$ cat config.mk
export PLATFORM = sky130hd
export DESIGN_NAME = noc_local_packetizer_flat
export DESIGN_NICKNAME = d
export VERILOG_FILES = /design/src/rtl/noc_local_packetizer_pkg.sv /design/src/rtl/noc_local_packetizer_if.sv /design/src/rtl/noc_local_packetizer_credit.sv /design/src/rtl/noc_local_packetizer.sv /design/src/flat_wrapper.sv
export SDC_FILE = /design/constraint.sdc
export NUM_CORES = 1
export LEC_CHECK = 0
export ABC_AREA = 0
export CORE_MARGIN = 2
export CORE_UTILIZATION = 47
export DETAILED_ROUTE_END_ITERATION = 16
export PLACE_DENSITY = 0.78
export SLEW_MARGIN = 20
export SYNTH_ARGS = -nofsm -noshare
export SYNTH_HDL_FRONTEND = slang
export SYNTH_SLANG_ARGS = --single-unit
$ cat constraint.sdc
create_clock -name clk -period 2.3 [get_ports clk]
set_input_delay 0.46 -clock clk [delete_from_list [all_inputs] [get_ports clk]]
set_output_delay 0.46 -clock clk [all_outputs]
set_load 0.02 [all_outputs]
$ cat src/rtl/noc_local_packetizer_pkg.sv
// Shared constants, FSM state type and head-flit layout for the NI packetizer.
// Latency: n/a (declarations only).
// Backpressure: n/a.
package noc_ni_pkg;

  localparam int FLIT_W  = 8;
  localparam int DST_W   = 4;
  localparam int MAX_LEN = 4;
  localparam int CREDITS = 4;
  localparam int LEN_W   = 3;

  // Head flit layout for 8-bit flits: {dst[3:0], head marker, len[2:0]}
  localparam int DST_MSB  = 7;
  localparam int DST_LSB  = 4;
  localparam int HEAD_BIT = 3;
  localparam int LEN_MSB  = 2;
  localparam int LEN_LSB  = 0;

  typedef enum logic [1:0] {
    IDLE = 2'd0,
    HEAD = 2'd1,
    BODY = 2'd2
  } ni_state_t;

  // Clamp a requested payload length to the largest packet the NI emits.
  function automatic logic [LEN_W-1:0] clamp_len(input logic [LEN_W-1:0] len,
                                                 input logic [LEN_W-1:0] max_len);
    return (len > max_len) ? max_len : len;
  endfunction

endpackage

$ cat src/rtl/noc_local_packetizer_if.sv
// Core-side descriptor/payload handshakes plus router-side flit/credit link.
// Latency: n/a (wires only).
// Backpressure: pkt_ready / pl_ready from the packetizer; credit_in from the router.
interface noc_local_packetizer_if #(
  parameter int FLIT_W = noc_ni_pkg::FLIT_W,
  parameter int DST_W  = noc_ni_pkg::DST_W
);

  logic              pkt_valid;
  logic              pkt_ready;
  logic [DST_W-1:0]  pkt_dst;
  logic [2:0]        pkt_len;

  logic              pl_valid;
  logic              pl_ready;
  logic [FLIT_W-1:0] pl_data;

  logic [FLIT_W-1:0] flit_out;
  logic              flit_write;
  logic              credit_in;
  logic              busy;
`ifdef NI_PKT_CNT_EN
  logic [15:0]       pkt_count;
`endif

  // Packetizer side
  modport slave (
    input  pkt_valid, pkt_dst, pkt_len, pl_valid, pl_data, credit_in,
    output pkt_ready, pl_ready, flit_out, flit_write, busy
`ifdef NI_PKT_CNT_EN
    , output pkt_count
`endif
  );

  // Core + router side
  modport master (
    output pkt_valid, pkt_dst, pkt_len, pl_valid, pl_data, credit_in,
    input  pkt_ready, pl_ready, flit_out, flit_write, busy
`ifdef NI_PKT_CNT_EN
    , input pkt_count
`endif
  );

endinterface

$ cat src/rtl/noc_local_packetizer_credit.sv
// Credit counter tracking free slots in a downstream FIFO (reusable per link).
// Latency: count updates on the clock after issue / credit_in.
// Backpressure: has_credit low at zero; caller must gate issue with it.
module ni_credit_counter #(
  parameter int CREDITS = 4,
  parameter int CNT_W   = $clog2(CREDITS + 1)
) (
  input  logic             clk,
  input  logic             rst,
  input  logic             issue,
  input  logic             credit_in,
  output logic             has_credit,
  output logic [CNT_W-1:0] count
);

  localparam logic [CNT_W-1:0] FULL = CNT_W'(CREDITS);

  // Issue consumes a slot, credit_in returns one; both together cancel, surplus returns saturate.
  always_ff @(posedge clk) begin
    if (rst) begin
      count <= FULL;
    end else if (issue && !credit_in) begin
      count <= count - 1'b1;
    end else if (!issue && credit_in && (count != FULL)) begin
      count <= count + 1'b1;
    end
  end

  assign has_credit = (count != '0);

endmodule

$ cat src/rtl/noc_local_packetizer.sv
// Local-port NI: descriptor + payload words -> head flit + body flits into router FIFO; NI_PKT_CNT_EN adds pkt_count.
// Latency: flit_write/flit_out one cycle after the handshake or head issue; IDLE->HEAD costs one cycle per packet.
// Backpressure: no flit issued without a credit; pl_ready follows credit availability in BODY only.
module noc_local_packetizer #(
  parameter int FLIT_W  = noc_ni_pkg::FLIT_W,
  parameter int DST_W   = noc_ni_pkg::DST_W,
  parameter int MAX_LEN = noc_ni_pkg::MAX_LEN,
  parameter int CREDITS = noc_ni_pkg::CREDITS
) (
  input  logic                 clk,
  input  logic                 rst,
  noc_local_packetizer_if.slave bus
);

  import noc_ni_pkg::*;

  localparam int               CNT_W     = $clog2(CREDITS + 1);
  localparam logic [LEN_W-1:0] MAX_LEN_L = LEN_W'(MAX_LEN);

  ni_state_t         state;
  ni_state_t         state_nxt;
  logic [DST_W-1:0]  dst_q;
  logic [LEN_W-1:0]  len_q;
  logic [LEN_W-1:0]  remaining;
  logic [LEN_W-1:0]  len_eff;
  logic [FLIT_W-1:0] head_flit;
  logic              issue_head;
  logic              issue_body;
  logic              issue;
  logic              has_credit;
  logic [CNT_W-1:0]  credit_cnt;

  assign len_eff = clamp_len(bus.pkt_len, MAX_LEN_L);
  assign issue   = issue_head | issue_body;

  ni_credit_counter #(
    .CREDITS (CREDITS),
    .CNT_W   (CNT_W)
  ) u_credit (
    .clk        (clk),
    .rst        (rst),
    .issue      (issue),
    .credit_in  (bus.credit_in),
    .has_credit (has_credit),
    .count      (credit_cnt)
  );

  // State register; reset abandons any packet in flight.
  always_ff @(posedge clk) begin
    if (rst) state <= IDLE;
    else     state <= state_nxt;
  end

  // Next-state: head waits for a credit, body ends on the last accepted word.
  always_comb begin
    state_nxt = state;
    case (state)
      IDLE: if (bus.pkt_valid) state_nxt = HEAD;
      HEAD: if (has_credit)    state_nxt = (len_q != '0) ? BODY : IDLE;
      BODY: if (issue_body && (remaining == LEN_W'(1))) state_nxt = IDLE;
      default: state_nxt = IDLE;
    endcase
  end

  // Outputs and issue strobes decoded from state and credit availability.
  always_comb begin
    bus.pkt_ready = 1'b0;
    bus.pl_ready  = 1'b0;
    bus.busy      = 1'b1;
    issue_head    = 1'b0;
    issue_body    = 1'b0;
    case (state)
      IDLE: begin
        bus.pkt_ready = 1'b1;
        bus.busy      = 1'b0;
      end
      HEAD: issue_head = has_credit;
      BODY: begin
        bus.pl_ready = has_credit;
        issue_body   = bus.pl_valid && has_credit;
      end
      default: bus.busy = 1'b1;
    endcase
  end

  // Head flit assembled from the latched descriptor.
  always_comb begin
    head_flit                   = '0;
    head_flit[DST_MSB:DST_LSB]  = dst_q;
    head_flit[HEAD_BIT]         = 1'b1;
    head_flit[LEN_MSB:LEN_LSB]  = len_q;
  end

  // Descriptor latch, payload countdown and registered flit output (holds when idle).
  always_ff @(posedge clk) begin
    if (rst) begin
      dst_q          <= '0;
      len_q          <= '0;
      remaining      <= '0;
      bus.flit_out   <= '0;
      bus.flit_write <= 1'b0;
    end else begin
      bus.flit_write <= issue;
      if ((state == IDLE) && bus.pkt_valid) begin
        dst_q     <= bus.pkt_dst;
        len_q     <= len_eff;
        remaining <= len_eff;
      end
      if (issue_head) begin
        bus.flit_out <= head_flit;
      end else if (issue_body) begin
        bus.flit_out <= bus.pl_data;
        remaining    <= remaining - 1'b1;
      end
    end
  end

`ifdef NI_PKT_CNT_EN
  logic pkt_done;
  assign pkt_done = (issue_head && (len_q == '0)) ||
                    (issue_body && (remaining == LEN_W'(1)));

  // Completed-packet counter, wraps naturally at 16 bits.
  always_ff @(posedge clk) begin
    if (rst)           bus.pkt_count <= '0;
    else if (pkt_done) bus.pkt_count <= bus.pkt_count + 16'd1;
  end
`endif

endmodule

$ cat src/flat_wrapper.sv
// flat-port wrapper written by rule: the top's interface ports become plain ports
module noc_local_packetizer_flat import noc_ni_pkg::*;
#(
  parameter int FLIT_W  = noc_ni_pkg::FLIT_W,
  parameter int DST_W   = noc_ni_pkg::DST_W,
  parameter int MAX_LEN = noc_ni_pkg::MAX_LEN,
  parameter int CREDITS = noc_ni_pkg::CREDITS
)
  (clk, rst, bus_pkt_valid, bus_pkt_dst, bus_pkt_len, bus_pl_valid, bus_pl_data, bus_credit_in, bus_pkt_ready, bus_pl_ready, bus_flit_out, bus_flit_write, bus_busy);
  noc_local_packetizer_if #(.FLIT_W(FLIT_W), .DST_W(DST_W)) bus_i ();
  input  logic clk;
  input  logic rst;
  input wire logic [$bits(bus_i.pkt_valid)-1:0] bus_pkt_valid;
  input wire logic [$bits(bus_i.pkt_dst)-1:0] bus_pkt_dst;
  input wire logic [$bits(bus_i.pkt_len)-1:0] bus_pkt_len;
  input wire logic [$bits(bus_i.pl_valid)-1:0] bus_pl_valid;
  input wire logic [$bits(bus_i.pl_data)-1:0] bus_pl_data;
  input wire logic [$bits(bus_i.credit_in)-1:0] bus_credit_in;
  output wire logic [$bits(bus_i.pkt_ready)-1:0] bus_pkt_ready;
  output wire logic [$bits(bus_i.pl_ready)-1:0] bus_pl_ready;
  output wire logic [$bits(bus_i.flit_out)-1:0] bus_flit_out;
  output wire logic [$bits(bus_i.flit_write)-1:0] bus_flit_write;
  output wire logic [$bits(bus_i.busy)-1:0] bus_busy;
  assign bus_i.pkt_valid = bus_pkt_valid;
  assign bus_i.pkt_dst = bus_pkt_dst;
  assign bus_i.pkt_len = bus_pkt_len;
  assign bus_i.pl_valid = bus_pl_valid;
  assign bus_i.pl_data = bus_pl_data;
  assign bus_i.credit_in = bus_credit_in;
  assign bus_pkt_ready = bus_i.pkt_ready;
  assign bus_pl_ready = bus_i.pl_ready;
  assign bus_flit_out = bus_i.flit_out;
  assign bus_flit_write = bus_i.flit_write;
  assign bus_busy = bus_i.busy;
  noc_local_packetizer #(.FLIT_W(FLIT_W), .DST_W(DST_W), .MAX_LEN(MAX_LEN), .CREDITS(CREDITS)) u_core (.clk(clk), .rst(rst), .bus(bus_i));
endmodule
==> impl_metrics.csv <==
group,metric,value,unit
yosys,synth_ff_type,"dfxtp_1",
placed_design,port_buffers,31,
floorplanning,die_y,53.76,um
pwr,combPwrFrac,24.0,%
yosys,yosys.area.top_type,"dfxtp_1",
clocking,path_clk_slew,140,ps
global_route,grt_pass1_vias,989,
sta,finalSetupViolCount,0,
sta,clock_skew,1.312,ps
cells_and_area,antenna_cells,0,
yosys,synth.ff_latch_count,24,
cells_and_area,syn_to_final_growth,33.87,%
pwr,pwr-share-seq,50.9,%
worst_setup_path,reg2reg_depth,8,
cells_and_area,utilization,64.64,%
yosys,synth-edff-count,0,
yosys,netlist_instances,123,
worst_setup_path,arrival,1730,ps
worst_setup_path,worstPathMaxFanout,7,
detailed_routing,remaining_drc_errors,0,
flow_run,drv_cap,0,
placed_design,dpl.hpwl,2100,um
pwr,cellPowerDensity,605.1,nW/um^2
yosys,synth_fa_ha_area_share,3.871,%
yosys,synth_nets,146,
yosys,synth_compound_area_share,22.47,%
pwr,peakVddDrop,336.0,uV
sta,rsz0062_at_grt,"false",
clocking,postCtsSetupRepairBufs,0,
detailed_routing,antenna_left,0,
detailed_routing,vias_per_cell,5.585,
worst_setup_path,required,1840,ps
worst_setup_path,path_class,"flip-flop to primary output",
worst_setup_path,timing.rr.start,"u_core.state[0]$_SDFFE_PP0P_",
sta,worst_slew_pin_slew,335.0,ps
hold_path,min_path_cells,2,
sta,period_needed,2190,ps
cells_and_area,nNetsFinal,182,
worst_setup_path,critical_path.slowest_cell,"clkdlybuf4s50_1",
yosys,syn-cell-area,1164,um^2
yosys,muxShareOfSynthArea,1.828,%
pwr,p_switching,0.2841,mW
yosys,synth_cell_types,44,
yosys,ys_top_cells_by_area,"dfxtp_1 41%, a221o_1 6.0%, nor3b_1 5.2%",
detailed_routing,wl_per_cell,14.81,um
worst_setup_path,cp-start-kind,"flip-flop",
placed_design,gp_congestion,0.8100,
outcome,status,"completed",
cells_and_area,drive_above_1_share,12.66,%
hold_path,hold_path_end,"u_core.dst_q[2]$_SDFFE_PP0P_",
global_route,grt_pass1_wl,4478,um
worst_setup_path,worstSetupEndpointType,"primary output",
floorplanning,start_util,48.29,%
yosys,synth_top_family_by_area,"simple AND/OR/NAND/NOR gates",
yosys,yosysMostFrequentCell,"dfxtp_1",
yosys,ys_top_cells_by_count,"24 x dfxtp_1, 11 x nand2_1, 8 x nor2_1, 8 x nor3b_1, 7 x a221o_1",
clocking,cts_resized,0,
detailed_routing,wl,2784,um
floorplanning,dieWidth,53.76,um
sta,fin_crit_sh,95.22,%
detailed_routing,drt_iter0_markers,23,
floorplanning,row_count,18,
sta,setup_tns,0,ps
yosys,synthXorXnorAreaFrac,0.7527,%
clocking,clock_latency,330,ps
clocking,cts_buffers,3,
detailed_routing,vias,1050,
clocking,cts_tree,"done",
pwr,p_leak,0.5623,nW
pwr,netSwitchingFraction,30.14,%
global_route,antenna_found_initial,0,
sta,slew_viol_final,0,
worst_setup_path,slowest_delay,540,ps
sta,maxSlewHeadroom,77.58,%
global_route,grt_max_degree,19,
clocking,clk_path_buf_depth,2,
hold_path,hold_path_class,"flip-flop to flip-flop",
worst_setup_path,rrSetupSlack,270,ps
yosys,ys_warn_count,0,
sta,holdWs,479.6,ps
yosys,yosysSeqAreaShare,41.29,%
pwr,power_report.internal_total,0.6585,mW
yosys,synth_simple_gate_area_share,25.16,%
clocking,hold_buffers,0,
yosys,post-synth-top-area-fraction,41.29,%
clocking,cts.sinks,24,
detailed_routing,dr.pass1.iters,4,
clocking,cts.htree.levels,1,
worst_setup_path,path_buf_inv,1,
floorplanning,pin_count,32,
sta,fmax,0.4566,GHz
pwr,clkPwrFrac,25.1,%
sta,final-hold-violation-count,0,
worst_setup_path,timing.rr.end,"u_core.u_credit.count[2]$_SDFFE_PP1P_",
yosys,synth.avg_cell_area,9.460,um^2
hold_path,min-delay-start,"u_core.dst_q[2]$_SDFFE_PP0P_",
worst_setup_path,critical-path-top-delay-family,"buffers and inverters",
yosys,async_reset_ff_share,0,%
worst_setup_path,crit_chain,"nor3_4 > nor2_1 > clkdlybuf4s50_1",
global_route,grt_use_total,21.42,%
global_route,grt_remaining_overflow,0,
clocking,root_buffer,"clkbuf_4",
floorplanning,dieArea,2890,um^2
floorplanning,coreArea,2410,um^2
[power by group through the flow]
stage	registers (mW)	logic, mW	clock network (mW)
after detailed placement	0.488	0.226	0
after global routing	0.485	0.246	0.252
after global placement	0.486	0.217	0
after CTS	0.479	0.227	0.236
after floorplan	0.489	0.133	0
final	0.480	0.226	0.237
[how the worst max path moves through the flow]
stage	slack, ps	cells after the start	start	end
floorplan	310	9	bus_pl_valid	u_core.u_credit.count[2]$_SDFFE_PP1P_
global placement	-20	9	bus_pl_valid	u_core.u_credit.count[2]$_SDFFE_PP1P_
detailed placement	-130	9	bus_pl_valid	u_core.u_credit.count[2]$_SDFFE_PP1P_
CTS	110	3	u_core.u_credit.count[0]$_SDFFE_PP0P_	bus_pl_ready
global route	10	3	u_core.u_credit.count[0]$_SDFFE_PP0P_	bus_pl_ready
finish	110	3	u_core.u_credit.count[0]$_SDFFE_PP0P_	bus_pl_ready
[worst reg2reg max path, stage by stage (launching register included)]
cell	delay [ps]
dfxtp_1	470
nand2b_1	200
a21oi_2	190
nand2b_1	90
fa_1	440
nor2b_1	150
nand3_1	120
o31a_1	130
o211ai_1	170
[final cells by class]
class,instances,area (um^2)
Clock buffer,4,36.28
Sequential cell,24,480.5
Multi-Input combinational cell,88,629.4
Tap cell,30,37.54
Inverter,5,18.77
Fill cell,208,852.1
Timing Repair Buffer,37,355.3
[sequential cells by signal, indices dropped and copies added, names as in the netlist]
signal                 flops
u_core.dst_q               4
u_core.remaining           3
u_core.bus.flit_write      1
u_core.bus.flit_out        8
u_core.len_q               3
u_core.state               2
u_core.u_credit.count      3
[metal layers]
metal / wire length (um) / GRT usage, % / vias up
li1: - / - / 526
met1: 1289 / 26.37 / 494
met2: 1344 / 36.18 / 25
met3: 110 / 3.611 / 5
met4: 39 / 9.829 / 0
met5: 0 / 0 / -
[through the flow]
stage,setup slack (ps),cells,power (mW),instance area (um^2)
finish,109.9,188,0.9426,1558
global route,9.611,188,0.9838,1558
CTS,105.1,188,0.9420,1558
detailed placement,-134.9,184,0.7140,1521
global placement,-15.47,184,0.7028,1521
floorplan,309.3,123,0.6217,1164
[placed cells by master, fill, tap and decap left out, types with 2 or more instances in the layout]
master           count
clkdlybuf4s50_1     31
dfxtp_1             24
nand2_1             11
nor2_1               8
nor3b_1              8
a221o_1              7
a21oi_1              6
buf_4                6
inv_1                5
nand2b_1             3
nor2b_1              3
nand3_1              3
o211ai_1             3
a221oi_1             3
clkbuf_4             3
nand3b_1             2
nor2_2               2
o31ai_1              2
a211oi_1             2
a22oi_1              2
ha_1                 2
[cells by family after synthesis]
family                   after synthesis
AO/OA/AOI/OAI                         33
AND/OR/NAND/NOR                       49
flip-flops                            24
buffers and inverters                 11
XOR/XNOR                               1
adder cells (fa/ha/maj)                3
multiplexers                           2
Note: power is estimated with default switching activity, not from simulation.
